==> config.mk <==
export PLATFORM = sky130hd
export DESIGN_NAME = mem_arbiter
export DESIGN_NICKNAME = d
export VERILOG_FILES = /design/src/rtl/mem_arbiter.sv
export SDC_FILE = /design/constraint.sdc
export NUM_CORES = 1
export LEC_CHECK = 0
export BUFFER_PORTS_ARGS = -buffer_cell sky130_fd_sc_hd__buf_2
export CAP_MARGIN = 25
export CORE_AREA = 2 2 145 147
export DETAILED_ROUTE_END_ITERATION = 10
export DIE_AREA = 0 0 147 149
export GPL_ROUTABILITY_DRIVEN = 1
export PLACE_DENSITY = 0.35
export RECOVER_POWER = 100
export SKIP_LAST_GASP = 1
export SYNTH_ARGS = -nofsm -noshare
export SYNTH_HDL_FRONTEND = slang
export SYNTH_SLANG_ARGS = --single-unit
==> constraint.sdc <==
create_clock -name clk -period 2.39 [get_ports clk]
set_clock_uncertainty 0.1 [all_clocks]
set_input_delay 0.478 -clock clk [delete_from_list [all_inputs] [get_ports clk]]
set_output_delay 0.478 -clock clk [all_outputs]
set_load 0.02 [all_outputs]
==> src/rtl/mem_arbiter.sv <==
// Two-master, one-slave AXI-lite arbiter sharing the memory port between
// the instruction fetch unit (m0, read-only) and the load/store unit (m1).
// A single transaction is in flight at a time; the owner stays locked from
// address handshake until the response handshake completes.
module mem_arbiter #(
    parameter int ADDR_W = 32,
    parameter int DATA_W = 32,
    parameter int STRB_W = 8
) (
    input  logic              clk,
    input  logic              rst,
    input  logic              m0_arvalid,
    input  logic [ADDR_W-1:0] m0_araddr,
    output logic              m0_arready,
    output logic              m0_rvalid,
    output logic [DATA_W-1:0] m0_rdata,
    output logic [1:0]        m0_rresp,
    input  logic              m0_rready,
    input  logic              m1_arvalid,
    input  logic [ADDR_W-1:0] m1_araddr,
    output logic              m1_arready,
    output logic              m1_rvalid,
    output logic [DATA_W-1:0] m1_rdata,
    output logic [1:0]        m1_rresp,
    input  logic              m1_rready,
    input  logic              m1_awvalid,
    input  logic [ADDR_W-1:0] m1_awaddr,
    output logic              m1_awready,
    input  logic              m1_wvalid,
    input  logic [DATA_W-1:0] m1_wdata,
    input  logic [STRB_W-1:0] m1_wstrb,
    output logic              m1_wready,
    output logic              m1_bvalid,
    output logic [1:0]        m1_bresp,
    input  logic              m1_bready,
    output logic              s_arvalid,
    output logic [ADDR_W-1:0] s_araddr,
    input  logic              s_arready,
    input  logic              s_rvalid,
    input  logic [DATA_W-1:0] s_rdata,
    input  logic [1:0]        s_rresp,
    output logic              s_rready,
    output logic              s_awvalid,
    output logic [ADDR_W-1:0] s_awaddr,
    input  logic              s_awready,
    output logic              s_wvalid,
    output logic [DATA_W-1:0] s_wdata,
    output logic [STRB_W-1:0] s_wstrb,
    input  logic              s_wready,
    input  logic              s_bvalid,
    input  logic [1:0]        s_bresp,
    output logic              s_bready,
    output logic [1:0]        grant
);

    typedef enum logic [2:0] {
        IDLE,
        RD_ADDR,
        RD_DATA,
        WR_REQ,
        WR_RESP
    } state_t;

    state_t state, next_state;
    // owner / last_grant: 0 = m0 (IFU), 1 = m1 (LSU)
    logic   owner, next_owner;
    logic   last_grant, next_last_grant;
    logic   aw_done, next_aw_done;
    logic   w_done, next_w_done;

    // State register; last_grant resets to m1 so m0 wins the first tie
    always_ff @(posedge clk) begin
        if (rst) begin
            state      <= IDLE;
            owner      <= 1'b0;
            last_grant <= 1'b1;
            aw_done    <= 1'b0;
            w_done     <= 1'b0;
        end else begin
            state      <= next_state;
            owner      <= next_owner;
            last_grant <= next_last_grant;
            aw_done    <= next_aw_done;
            w_done     <= next_w_done;
        end
    end

    // Next-state logic: round-robin arbitration in IDLE, handshake tracking elsewhere
    always_comb begin
        next_state      = state;
        next_owner      = owner;
        next_last_grant = last_grant;
        next_aw_done    = aw_done;
        next_w_done     = w_done;
        unique case (state)
            IDLE: begin
                if (m0_arvalid && (!(m1_awvalid || m1_arvalid) || last_grant)) begin
                    next_owner = 1'b0;
                    next_state = RD_ADDR;
                end else if (m1_awvalid || m1_arvalid) begin
                    next_owner = 1'b1;
                    next_state = m1_awvalid ? WR_REQ : RD_ADDR;
                end
            end
            RD_ADDR: begin
                if (s_arvalid && s_arready) begin
                    next_state = RD_DATA;
                end
            end
            RD_DATA: begin
                if (s_rvalid && s_rready) begin
                    next_state      = IDLE;
                    next_last_grant = owner;
                end
            end
            WR_REQ: begin
                next_aw_done = aw_done || (s_awvalid && s_awready);
                next_w_done  = w_done || (s_wvalid && s_wready);
                if (next_aw_done && next_w_done) begin
                    next_state = WR_RESP;
                end
            end
            WR_RESP: begin
                if (s_bvalid && s_bready) begin
                    next_state      = IDLE;
                    next_last_grant = 1'b1;
                    next_aw_done    = 1'b0;
                    next_w_done     = 1'b0;
                end
            end
            default: begin
                next_state = IDLE;
            end
        endcase
    end

    // Channel routing decoded from the registered state; everything idles at zero
    always_comb begin
        m0_arready = 1'b0;
        m0_rvalid  = 1'b0;
        m0_rdata   = '0;
        m0_rresp   = 2'b00;
        m1_arready = 1'b0;
        m1_rvalid  = 1'b0;
        m1_rdata   = '0;
        m1_rresp   = 2'b00;
        m1_awready = 1'b0;
        m1_wready  = 1'b0;
        m1_bvalid  = 1'b0;
        m1_bresp   = 2'b00;
        s_arvalid  = 1'b0;
        s_araddr   = '0;
        s_rready   = 1'b0;
        s_awvalid  = 1'b0;
        s_awaddr   = '0;
        s_wvalid   = 1'b0;
        s_wdata    = '0;
        s_wstrb    = '0;
        s_bready   = 1'b0;
        grant      = 2'b00;
        if (state != IDLE) begin
            grant = owner ? 2'b10 : 2'b01;
        end
        unique case (state)
            RD_ADDR: begin
                s_arvalid = owner ? m1_arvalid : m0_arvalid;
                s_araddr  = owner ? m1_araddr : m0_araddr;
                if (owner) begin
                    m1_arready = s_arready;
                end else begin
                    m0_arready = s_arready;
                end
            end
            RD_DATA: begin
                s_rready = owner ? m1_rready : m0_rready;
                if (owner) begin
                    m1_rvalid = s_rvalid;
                    m1_rdata  = s_rdata;
                    m1_rresp  = s_rresp;
                end else begin
                    m0_rvalid = s_rvalid;
                    m0_rdata  = s_rdata;
                    m0_rresp  = s_rresp;
                end
            end
            WR_REQ: begin
                s_awvalid  = m1_awvalid && !aw_done;
                s_awaddr   = m1_awaddr;
                s_wvalid   = m1_wvalid && !w_done;
                s_wdata    = m1_wdata;
                s_wstrb    = m1_wstrb;
                m1_awready = s_awready && !aw_done;
                m1_wready  = s_wready && !w_done;
            end
            WR_RESP: begin
                s_bready  = m1_bready;
                m1_bvalid = s_bvalid;
                m1_bresp  = s_bresp;
            end
            default: begin
            end
        endcase
    end

endmodule

==> flow_summary.ini <==
[route]
wl_per_cell_um = 11.99
vias = 3193
wl_met3_um = 753
drc = 0
via_per_inst = 3.419
dr.pass1.iters = 4
wl_met2_um = 5819
m1WireLength_um = 4576
ant_nets = 0
wirelength_um = 11200
highest_layer = met4
drt-initial-drc-count = 114

[global_route]
first_global_vias = 2937
antenna_found_initial = 0
grt.overflow.total = 0
grt_pass1_wl_um = 15690
grt_max_degree = 36
grtUsageTotal = 0.08950

[timing]
post-route-period-util = 0.9673
setup_violations = 0
hold_violations = 0
tns_ns = 0
timing.fmax_mhz = 432.6
min_period_ns = 2.312
slew_violations = 0
tightest_slew_ns = 0.8172
rsz0062_at_grt = false
slew_headroom = 0.4510

[cts]
path_clk_slew_ns = 0.04
hold_buffers = 0
numClockSinks = 7
clock_latency_ns = 0.23
cts-root-buf = clkbuf_16
h-tree-depth = 1
cts_tree = yes
max-clock-path-buffers = 2
cts_made_buffers = 3

[synthesis]
synth-seq-area-share = 0.07040
syn_avg_cell_area_um2 = 6.748
synthArstFlopShare = 0
synth_compound_area_frac = 0.05468
syn-num-nets = 481
netlist_instances = 295
synth_xor_area_frac = 0
ys.flop_type = dfxtp_1
synth_fa_ha_area_frac = 0
ys_warn_count = 0
synth_area_um2 = 1991
synth_top_family_by_area = simple AND/OR/NAND/NOR gates
ys_types = 38
synth_edf_count = 0
ys_ff_latch = 7
synth-simple-area-share = 0.6417
synthMuxAreaShare = 0.1766

[power_and_ir_drop]
vdd_ir_drop_max_v = 0.0002348
power_mw = 2.847
power_leakage_nw = 2.450
powerDensity_nw_per_um2 = 664.3

[floorplanning]
start_util = 0.09684
ios = 374
chipHeight_um = 149
dieArea_um2 = 21900
core-area_um2 = 20560
rows = 53
die_width_um = 147

[worst_hold_path]
hp-start = rst
min_path_type = in2reg
worstHoldEndpoint = aw_done
whs_path_depth = 2

[outcome]
status = complete, no violations

[critical_path]
cp_max_fo = 35
reg2reg_from = state[2]
worstPathArrival_ns = 1.73
r2r_slack_ns = 0.35
reg2reg_to = state[0]
reg2reg_depth = 5
path_class = reg2out
start_kind = flip-flop
worstPathRequired_ns = 1.81
crit_path_end_kind = output port

[place]
numPortBuffers = 373
place_area_um2 = 4239
place.gp.congestion = 0.6940
hpwl_um = 9646
place_inst = 930

[cells_and_area]
fin_nets = 846
syn_to_final_growth_pct = 115.3
num_antenna_cells = 0
stdcell_area_um2 = 4285
seq_area_um2 = 143.9
nFillCells = 2340
multi_input_area_um2 = 1724
stdcell_count = 934
layout-drive-gt1-share = 0.5903

[job]
drv_cap = 0
==> critical path, stage by stage, from the launching register on <==
cell	delay, ns
dfxtp_1	0.38
or3b_2	0.48
buf_4	0.26
nor3_1	0.18
clkbuf_2	0.20
==> cells by family (layout without fill, tap and decap cells) <==
family	after synthesis	after routing
compound gates	15	15
simple gates	212	212
buf+inv	26	390
mux	35	35
flops	7	7
==> cell usage in the layout, fill, tap and decap left out, types with 2 or more instances in the layout <==
| cell | netlist | routed |
|---|---|---|
| and2_2 | 4 | 4 |
| nor3_1 | 4 | 5 |
| buf_2 | 5 | 201 |
| inv_1 | 3 | 3 |
| a21oi_1 | 3 | 3 |
| clkbuf_1 | 11 | 14 |
| and2_0 | 0 | 3 |
| nor2_4 | 2 | 2 |
| o21a_1 | 3 | 3 |
| nor2_1 | 38 | 38 |
| mux2i_1 | 34 | 34 |
| clkbuf_16 | 0 | 3 |
| and2_1 | 142 | 139 |
| buf_4 | 0 | 3 |
| buf_12 | 0 | 5 |
| clkbuf_2 | 7 | 160 |
| nor3b_1 | 5 | 5 |
| dfxtp_2 | 0 | 3 |
| dfxtp_1 | 7 | 4 |
| nand2_1 | 4 | 4 |
==> cell usage after synthesis, drive strengths merged, types with 2 or more instances <==
cell	count	area share
and2	146	0.46
nor2	40	0.083
dfxtp	7	0.070
mux2i	34	0.17
a21oi	4	0.012
nand2	4	0.0075
and3b	2	0.0094
o21a	3	0.011
or3b	2	0.010
inv	3	0.0057
nor3b	6	0.025
nor3	5	0.015
clkbuf	18	0.038
buf	5	0.013
==> through the flow <==
step / hold slack, ns / setup slack [ns] / util
2_1_floorplan: 0.4004 / 0.2475 / -
3_3_place_gp: 0.4460 / 0.2422 / 0.2062
3_5_place_dp: 0.4437 / 0.2353 / 0.2062
4_1_cts: 0.4058 / 0.001842 / 0.2102
5_1_grt: 0.4128 / 0.005553 / 0.2085
6_report: 0.4041 / 0.07819 / 0.2085
==> repair_timing <==
item                       CTS  global route
setup buffers                0             0
setup endpoints to repair    2           118
gates resized for setup      1             1
cloned                       0             0
hold endpoints to repair     0             0
==> flip-flops by register name, summed over array words and instances, names as in the netlist <==
register / count
aw_done: 1
last_grant: 1
owner: 1
state: 3
w_done: 1
==> worst max path at each step <==
stage                        start           end  slack [ns]  cells after the start
after floorplan           state[0]  s_araddr[10]        0.25                      5
after global placement    state[0]    m0_arready        0.24                      4
after detailed placement  state[0]    m1_arready        0.24                      4
after CTS                 state[1]   m1_rdata[6]       0.002                      5
after global routing      state[2]   s_wdata[15]       0.006                      4
final                     state[2]    m1_arready        0.08                      4
==> metal layers <==
metal	vias up	track usage
met5	-	0
met2	163	0.1746
met3	2	0.01131
met4	0	0.01154
met1	1353	0.1069
li1	1675	-
==> power breakdown <==
group / internal [mW] / switching, mW
Combinational: 0.930 / 1.40
Clock: 0.219 / 0.0631
Sequential: 0.156 / 0.0815
==> area by class of cell <==
cell class / instances / share of cell area
repair buffers: 383 / 0.4625
clock inverters: 1 / 0.001168
flip-flops and latches: 7 / 0.03358
clock buffers: 3 / 0.01752
well taps: 275 / 0.08029
inverters: 3 / 0.002628
multi-input cells: 262 / 0.4023
No activity file was read; power rests on OpenSTA's default activity.
